===== config.mk =====
export PLATFORM = sky130hd
export DESIGN_NAME = fpga_nav_controller
export DESIGN_NICKNAME = d
export VERILOG_FILES = /design/src/rtl/fpga_nav_controller_pkg.sv /design/src/rtl/fpga_nav_controller_btn_conditioner.sv /design/src/rtl/fpga_nav_controller.sv
export SDC_FILE = /design/constraint.sdc
export NUM_CORES = 1
export LEC_CHECK = 0
export ABC_AREA = 1
export CORE_MARGIN = 2
export CORE_UTILIZATION = 60
export DETAILED_ROUTE_END_ITERATION = 7
export PLACE_DENSITY_LB_ADDON = 0.05
export SLEW_MARGIN = 20
export SYNTH_ARGS = -nofsm -noshare
export SYNTH_HDL_FRONTEND = slang
export SYNTH_SLANG_ARGS = --single-unit

===== constraint.sdc =====
create_clock -name clk -period 5.9 [get_ports clk]
set_input_delay 0.59 -clock clk [delete_from_list [all_inputs] [get_ports clk]]
set_output_delay 0.59 -clock clk [all_outputs]
set_load 0.01 [all_outputs]

===== src/rtl/fpga_nav_controller_pkg.sv =====
// Shared types for the board-level navigation/host controller.
//   ctrl_state_t : controller FSM state, exported on ctrl_state
//   ctrl_err_t   : latched error code, exported on err_code
package fpga_nav_controller_pkg;

    typedef enum logic [2:0] {
        IDLE,
        WAIT_ACK,
        RUN,
        DONE,
        ERROR
    } ctrl_state_t;

    typedef enum logic [1:0] {
        ERR_NONE,
        ERR_BAD_N,
        ERR_NO_ACK
    } ctrl_err_t;

    localparam int N_OUT_W = 9;

endpackage


===== src/rtl/fpga_nav_controller_btn_conditioner.sv =====
// Raw push-button conditioner: 2-FF synchroniser, debounce, rising-edge pulse.
//   clk, rst    : clock, synchronous active-high reset
//   raw         : asynchronous button input
//   level       : debounced level
//   rise_pulse  : one-cycle pulse per accepted 0->1 transition
// Press-to-pulse latency is 2 (sync) + DEB_CYCLES (stable) + 1 (pulse flop).
module btn_conditioner #(
    parameter int DEB_CYCLES = 50000
) (
    input  logic clk,
    input  logic rst,
    input  logic raw,
    output logic level,
    output logic rise_pulse
);

    localparam int CW = (DEB_CYCLES > 1) ? $clog2(DEB_CYCLES) : 1;
    localparam logic [CW-1:0] DEB_RELOAD = CW'(DEB_CYCLES - 1);

    logic          sync1_q, sync2_q;
    logic          level_q, level_d;
    logic          prev_q;
    logic          pulse_q, pulse_d;
    logic [CW-1:0] cnt_q, cnt_d;

    // Down-counter runs only while the synchronised level differs from the
    // accepted level; any return to the accepted level reloads it.
    always_comb begin
        level_d = level_q;
        cnt_d   = DEB_RELOAD;
        if (sync2_q != level_q) begin
            if (cnt_q == '0) begin
                level_d = sync2_q;
            end else begin
                cnt_d = cnt_q - CW'(1);
            end
        end
        pulse_d = level_q & ~prev_q;
    end

    always_ff @(posedge clk) begin
        if (rst) begin
            sync1_q <= 1'b0;
            sync2_q <= 1'b0;
            level_q <= 1'b0;
            prev_q  <= 1'b0;
            pulse_q <= 1'b0;
            cnt_q   <= DEB_RELOAD;
        end else begin
            sync1_q <= raw;
            sync2_q <= sync1_q;
            level_q <= level_d;
            prev_q  <= level_q;
            pulse_q <= pulse_d;
            cnt_q   <= cnt_d;
        end
    end

    assign level      = level_q;
    assign rise_pulse = pulse_q;

endmodule


===== src/rtl/fpga_nav_controller.sv =====
// Host controller between board buttons/switches and the systolic core.
//   clk, rst                 : clock, synchronous active-high reset
//   btn_left/right/start/step: raw buttons
//   sw_n, sw_wrap            : requested matrix size, cursor wrap enable
//   core_busy, core_done     : core handshake
//   n_out, addr_A/B/C        : latched matrix size and derived bases
//   addr_cursor              : memory inspection cursor
//   start_pulse, step_pulse  : one-cycle strobes to the core
//   ctrl_state, err_code     : run state and latched error
//
// state    | meaning
// IDLE     | after reset, waiting for a start press
// WAIT_ACK | start issued, waiting for core_busy (timeout -> ERROR)
// RUN      | core computing, start presses ignored
// DONE     | core finished, a start press begins a new run
// ERROR    | no ack from core, a start press retries
module fpga_nav_controller
    import fpga_nav_controller_pkg::*;
#(
    parameter int WIDTH       = 16,
    parameter int N_MAX       = 4,
    parameter int AW          = 12,
    parameter int DEB_CYCLES  = 50000,
    parameter int ACK_TIMEOUT = 255
) (
    input  logic                         clk,
    input  logic                         rst,
    input  logic                         btn_left,
    input  logic                         btn_right,
    input  logic                         btn_start,
    input  logic                         btn_step,
    input  logic [$clog2(N_MAX+1)-1:0]   sw_n,
    input  logic                         sw_wrap,
    input  logic                         core_busy,
    input  logic                         core_done,
    output logic [N_OUT_W-1:0]           n_out,
    output logic [AW-1:0]                addr_A,
    output logic [AW-1:0]                addr_B,
    output logic [AW-1:0]                addr_C,
    output logic [AW-1:0]                addr_cursor,
    output logic                         start_pulse,
    output logic                         step_pulse,
    output ctrl_state_t                  ctrl_state,
    output ctrl_err_t                    err_code
);

    localparam int SW = $clog2(N_MAX + 1);
    localparam int TW = $clog2(ACK_TIMEOUT + 1);
    localparam logic [SW-1:0] N_MAX_SW   = SW'(N_MAX);
    localparam logic [TW-1:0] TMR_RELOAD = TW'(ACK_TIMEOUT - 1);

    // Truncating n*n to AW bits below relies on the whole A/B/C region fitting.
    generate
        if (WIDTH < 1 || ACK_TIMEOUT < 1 || 3 * N_MAX * N_MAX >= 2 ** AW) begin : g_param_check
            $error("fpga_nav_controller: 3*N_MAX^2 must fit in AW bits");
        end
    endgenerate

    logic [3:0] btn_raw, btn_rise, btn_level_unused;
    assign btn_raw = {btn_step, btn_start, btn_right, btn_left};

    for (genvar i = 0; i < 4; i++) begin : g_btn
        btn_conditioner #(.DEB_CYCLES(DEB_CYCLES)) u_btn (
            .clk        (clk),
            .rst        (rst),
            .raw        (btn_raw[i]),
            .level      (btn_level_unused[i]),
            .rise_pulse (btn_rise[i])
        );
    end

    logic left_rise, right_rise, start_rise;
    assign left_rise  = btn_rise[0];
    assign right_rise = btn_rise[1];
    assign start_rise = btn_rise[2];

    ctrl_state_t          state_q, state_d;
    ctrl_err_t            err_q, err_d;
    logic [N_OUT_W-1:0]   n_out_q, n_out_d;
    logic                 start_q, start_d;
    logic [TW-1:0]        tmr_q, tmr_d;
    logic [AW-1:0]        cursor_q, cursor_d;

    logic                 bad_n;
    logic [N_OUT_W-1:0]   n_eff;
    logic [2*N_OUT_W-1:0] n_ext;
    logic [AW-1:0]        n_sq, limit;
    logic                 start_ok;

    always_comb begin
        bad_n = (sw_n == '0) || (sw_n > N_MAX_SW);
        n_eff = bad_n ? N_OUT_W'(N_MAX) : N_OUT_W'(sw_n);
        n_ext = {{N_OUT_W{1'b0}}, n_out_q};
        n_sq  = AW'(n_ext * n_ext);
        limit = n_sq + (n_sq << 1) - AW'(1);
    end

    always_comb begin
        state_d  = state_q;
        err_d    = err_q;
        n_out_d  = n_out_q;
        start_d  = 1'b0;
        tmr_d    = tmr_q;
        start_ok = start_rise && (state_q == IDLE || state_q == DONE || state_q == ERROR);

        case (state_q)
            WAIT_ACK: begin
                // A done before busy means the run was shorter than our sampling.
                if (core_done) begin
                    state_d = DONE;
                end else if (core_busy) begin
                    state_d = RUN;
                end else if (tmr_q == '0) begin
                    state_d = ERROR;
                    err_d   = ERR_NO_ACK;
                end else begin
                    tmr_d = tmr_q - TW'(1);
                end
            end
            RUN: begin
                if (core_done) state_d = DONE;
            end
            default: ;
        endcase

        if (start_ok) begin
            state_d = WAIT_ACK;
            n_out_d = n_eff;
            err_d   = bad_n ? ERR_BAD_N : ERR_NONE;
            start_d = 1'b1;
            tmr_d   = TMR_RELOAD;
        end
    end

    // Clamp after a shrink takes priority over any movement in that cycle.
    always_comb begin
        cursor_d = cursor_q;
        if (cursor_q > limit) begin
            cursor_d = limit;
        end else if (right_rise && !left_rise) begin
            if (cursor_q == limit) cursor_d = sw_wrap ? '0 : cursor_q;
            else                   cursor_d = cursor_q + AW'(1);
        end else if (left_rise && !right_rise) begin
            if (cursor_q == '0) cursor_d = sw_wrap ? limit : cursor_q;
            else                cursor_d = cursor_q - AW'(1);
        end
    end

    always_ff @(posedge clk) begin
        if (rst) begin
            state_q  <= IDLE;
            err_q    <= ERR_NONE;
            n_out_q  <= N_OUT_W'(N_MAX);
            start_q  <= 1'b0;
            tmr_q    <= TMR_RELOAD;
            cursor_q <= '0;
        end else begin
            state_q  <= state_d;
            err_q    <= err_d;
            n_out_q  <= n_out_d;
            start_q  <= start_d;
            tmr_q    <= tmr_d;
            cursor_q <= cursor_d;
        end
    end

    assign n_out       = n_out_q;
    assign addr_A      = '0;
    assign addr_B      = n_sq;
    assign addr_C      = n_sq << 1;
    assign addr_cursor = cursor_q;
    assign start_pulse = start_q;
    assign step_pulse  = btn_rise[3];
    assign ctrl_state  = state_q;
    assign err_code    = err_q;

endmodule


==> impl.org <==
** Run status
- The run finished with clean final reports.

** Worst setup path
- On the critical path the largest part of the delay comes from simple AND/OR/NAND/NOR gates.
- STA puts the critical path data required time at 6310 ps.
- The number of cells on the worst reg-to-reg path is 22.
- On the worst path, the slowest cell contributes a delay of 390 ps.
- STA classifies the critical path startpoint as a flip-flop.
- At the worst endpoint, the arrival time is 4470 ps.
- Of all nets on the critical path, the largest fanout is 25.
- The number of buffers and inverters on the critical path is 4.
- The worst setup path is captured at a flip-flop.
- Cell breakdown of the critical path :: nand2_1, inv_1, ha_1, ha_1, inv_1, ha_1, inv_1, nand3_1, nand3_1, nand3_1, nand2_1, nand2_1, nand2_1, inv_1, ha_1, nand2_1, nor2_1, nand3_2, nand2_2, nand2_2, o21ai_1, nor2_1
- Critical path class :: flip-flop to flip-flop
- The slowest stage of the critical path belongs to the cell dfxtp_1.
- Across all register-to-register paths, the minimum setup slack is 1840 ps.
- Most common cell on crit path :: nand2_1
- Capture instance of the worst register-to-register path :: addr_cursor[3]$_SDFFE_PP0P_
- The startpoint identified for the worst register-to-register timing path is n_out[0]$_SDFFE_PP0P_.
- Depth of the critical timing path with buffers and inverters included :: 22

** Placed design
- Detailed placement ended at an HPWL of 10.47 mm.
- Including well taps, the total number of placed cells is 1142.
- Count of buffers from port buffering :: 45
- The congestion estimate from routability-driven global placement came to 0.9354.

** Clock tree
- Clock slew at reported path FFs :: 50 ps
- TritonCTS clock tree :: done
- Cell at the root of the clock tree :: clkbuf_8
- CTS H-tree depth :: 4
- Worst-Skew Late Latency :: 530 ps
- Longest Clk Path Bufs :: 2
- Inserted Clock Buffers :: 17
- In this run, post-CTS repair resized a total of 0 instances.
- Hold Buf Count CTS :: 0
- After clock tree synthesis, the setup repair step added 0 buffers.
- The clock drives 113 sinks.

** Synth
- The synthesized netlist contains 44 unique library cells.
- Synthesis produced a netlist whose cell count is 977.
- Top cells by area, synth :: dfxtp_1 34%, nand2_1 12%, inv_1 7.8%
- In the synthesized netlist the dominant register cell turns out to be dfxtp_1.
- Number of synthesized flops with an enable pin :: 0
- Proportion of netlist area held by the largest area contributor :: 0.3418
- By count the netlist is led by 217 x nand2_1, 137 x inv_1, 121 x nor2_1, 113 x dfxtp_1, 80 x nand3_1.
- Number of warning messages in the yosys log :: 0
- A synthesized cell averages 6.773 um2.
- Portion of the post-synthesis area used by sequential elements :: 0.3418
- Combined area of all synthesized cells :: 6618 um2
- Most numerous cell in the Yosys netlist :: nand2_1
- dfxtp_1 takes more of the synthesized area than any other cell.
- In the synthesized netlist the async set-or-reset flop fraction comes to 0.
- Count of state elements after synthesis :: 113

** Min path
- For hold timing, the worst endpoint is g_btn[0].u_btn.rise_pulse$_SDFF_PP0_.
- HP Start :: g_btn[0].u_btn.prev_q$_SDFF_PP0_
- Along the worst hold path, the cell count comes to 1.
- Worst min-delay path class :: flip-flop to flip-flop

** Floorplan
- Placeable core region :: 10790 um2
- Die outline area :: 11890 um2
- Measured along the y axis, the die boundary spans 109.0 um.
- Initial cell density of the core :: 0.6131
- In this run the count of I/O pins placed on the die edge is 76.
- The initialized floorplan defines 38 standard-cell rows.
- The die is 109.0 um wide.

** GRT
- Overflow left after global routing :: 0
- The initial antenna violation count was 0.
- Entering global routing, the biggest net connects 30 pins.
- GRT Total Usage :: 0.2593
- The first global-routing pass estimated 24.11 mm of wire.
- Via count of the first global-routing pass :: 5497

** Cells and area
- The area growth from synthesis to layout is 15.28%.
- The multi-input combinational cells in the finished layout cover a total of 3550 um2.
- The layout has 948 filler cells.
- The finished layout holds 1174 standard cells, fillers aside.
- The net count of the finished layout is 1058.
- Across the whole layout, storage elements account for 2262 um2.
- Share of post-route cells with drive strength above 1 :: 0.07447
- The number of antenna diodes in the final layout is 0.

** Power and ir drop
- Power, Total :: 2.934 mW
- Pwr Density :: 384.5 nW/um2
- Summed over all cells, the static leakage comes to 3.527 nW.
- Largest voltage drop on the vdd net :: 0.0003404 V

** Drt
- Dividing the detail-routed via count by the number of cells gives 5.149.
- For this block, the routed nets add up to 14.59 mm of wire.
- DRT Pass-1 Iters :: 5
- Drt wl/cell :: 12.43 um
- Total DRC errors in the routed layout :: 0
- The count of nets left with antenna violations once routing finished came out at 0.
- After the first detailed-routing iteration, the DRC count stood at 322.
- The detailed router placed 6045 vias in this run.

** STA
- Final clock period utilization by the worst path :: 0.6882
- The count of endpoints failing hold in the final timing report was 0.
- Worst-case clock skew :: 10.53 ps
- Fin crit period :: 4060 ps
- Setup violations remaining at the end of the flow were counted as 0.
- Max-slew violation count :: 0
- For the final routed database, the setup TNS stands at 0 ps.
- Derived from the worst setup path, the maximum achievable clock frequency is 246.3 MHz.
- Worst-case headroom to the max-slew limit :: 0.5803
- Setup repair after global routing left no endpoint under its margin.
- For the pin with the worst max-slew slack, the measured transition is 628.7 ps.
- Final worst hold slack :: 379.7 ps

** Run
- Max-cap viol count :: 0
-- metrics by stage --
| step | utilization | setup WS, ps | cell area (um2) |
|---|---|---|---|
| finish | 0.7068 | 1840 | 7629 |
| global route | 0.7068 | 1443 | 7629 |
| CTS | 0.7068 | 1866 | 7629 |
| detailed placement | 0.6477 | 1980 | 6990 |
| global placement | 0.6477 | 2145 | 6990 |
| floorplan | - | 2542 | 6726 |
-- layout by cell type, fill, tap and decap left out, types with 16 or more instances in the layout --
| cell | count |
|---|---|
| nand4_1 | 27 |
| o21ai_0 | 42 |
| a21oi_1 | 41 |
| ha_1 | 25 |
| dfxtp_1 | 113 |
| nor2_1 | 121 |
| nand2_1 | 217 |
| inv_1 | 137 |
| clkdlybuf4s50_1 | 45 |
| conb_1 | 30 |
| nand3_1 | 80 |
| clkbuf_16 | 16 |
| xor2_1 | 20 |
-- report_power, final --
| part | internal, mW | leakage (nW) | switching, mW |
|---|---|---|---|
| sequential | 0.804 | 0.917 | 0.113 |
| combinational | 0.341 | 2.30 | 0.589 |
| clock | 0.740 | 0.314 | 0.347 |
| total | 1.89 | 3.53 | 1.05 |
-- cell families after synthesis --
family          after synthesis  share of synthesized area
simple gates                508                     0.3452
buf+inv                     195                     0.1382
flops                       113                     0.3418
compound gates              103                    0.08452
xor+xnor                     32                    0.04235
fa+ha+maj                    25                    0.04727
other cells                   1                  0.0005667
-- worst max path at each step --
stage,startpoint,to
final,n_out[0]$_SDFFE_PP0P_,addr_cursor[3]$_SDFFE_PP0P_
after global routing,n_out[0]$_SDFFE_PP0P_,addr_cursor[3]$_SDFFE_PP0P_
after CTS,n_out[0]$_SDFFE_PP0P_,addr_cursor[3]$_SDFFE_PP0P_
after detailed placement,n_out[0]$_SDFFE_PP0P_,addr_cursor[3]$_SDFFE_PP0P_
after global placement,n_out[0]$_SDFFE_PP0P_,addr_cursor[2]$_SDFFE_PP0P_
after floorplan,n_out[0]$_SDFFE_PP0P_,addr_cursor[11]$_SDFFE_PP0P_
-- layer usage --
layer / global-route usage / vias to the layer above / part of all wire / routed length, um
li1: - / 3147 / - / -
met1: 0.3164 / 2706 / 0.46 / 6672
met2: 0.4370 / 162 / 0.47 / 6853
met3: 0.05320 / 30 / 0.048 / 697
met4: 0.1209 / 0 / 0.025 / 368
met5: 0 / - / 0 / 0
-- sequential cells by signal (all words and copies together) (netlist names) --
name,flops
g_btn.u_btn.rise_pulse,4
start_pulse,1
g_btn.u_btn.cnt_q,64
err_code,2
g_btn.u_btn.level,4
ctrl_state,3
g_btn.u_btn.prev_q,4
g_btn.u_btn.sync2_q,4
addr_cursor,12
g_btn.u_btn.sync1_q,4
n_out,3
tmr_q,8
-- layout make-up --
| type | count | area share |
|---|---|---|
| clock inverter | 9 | 0.01985 |
| multi-input combinational | 698 | 0.4653 |
| sequential | 113 | 0.2965 |
| inverter | 145 | 0.07151 |
| timing repair buffer | 46 | 0.06003 |
| tap | 140 | 0.02296 |
| clock buffer | 23 | 0.06380 |
No activity file was read; power rests on OpenSTA's default activity.
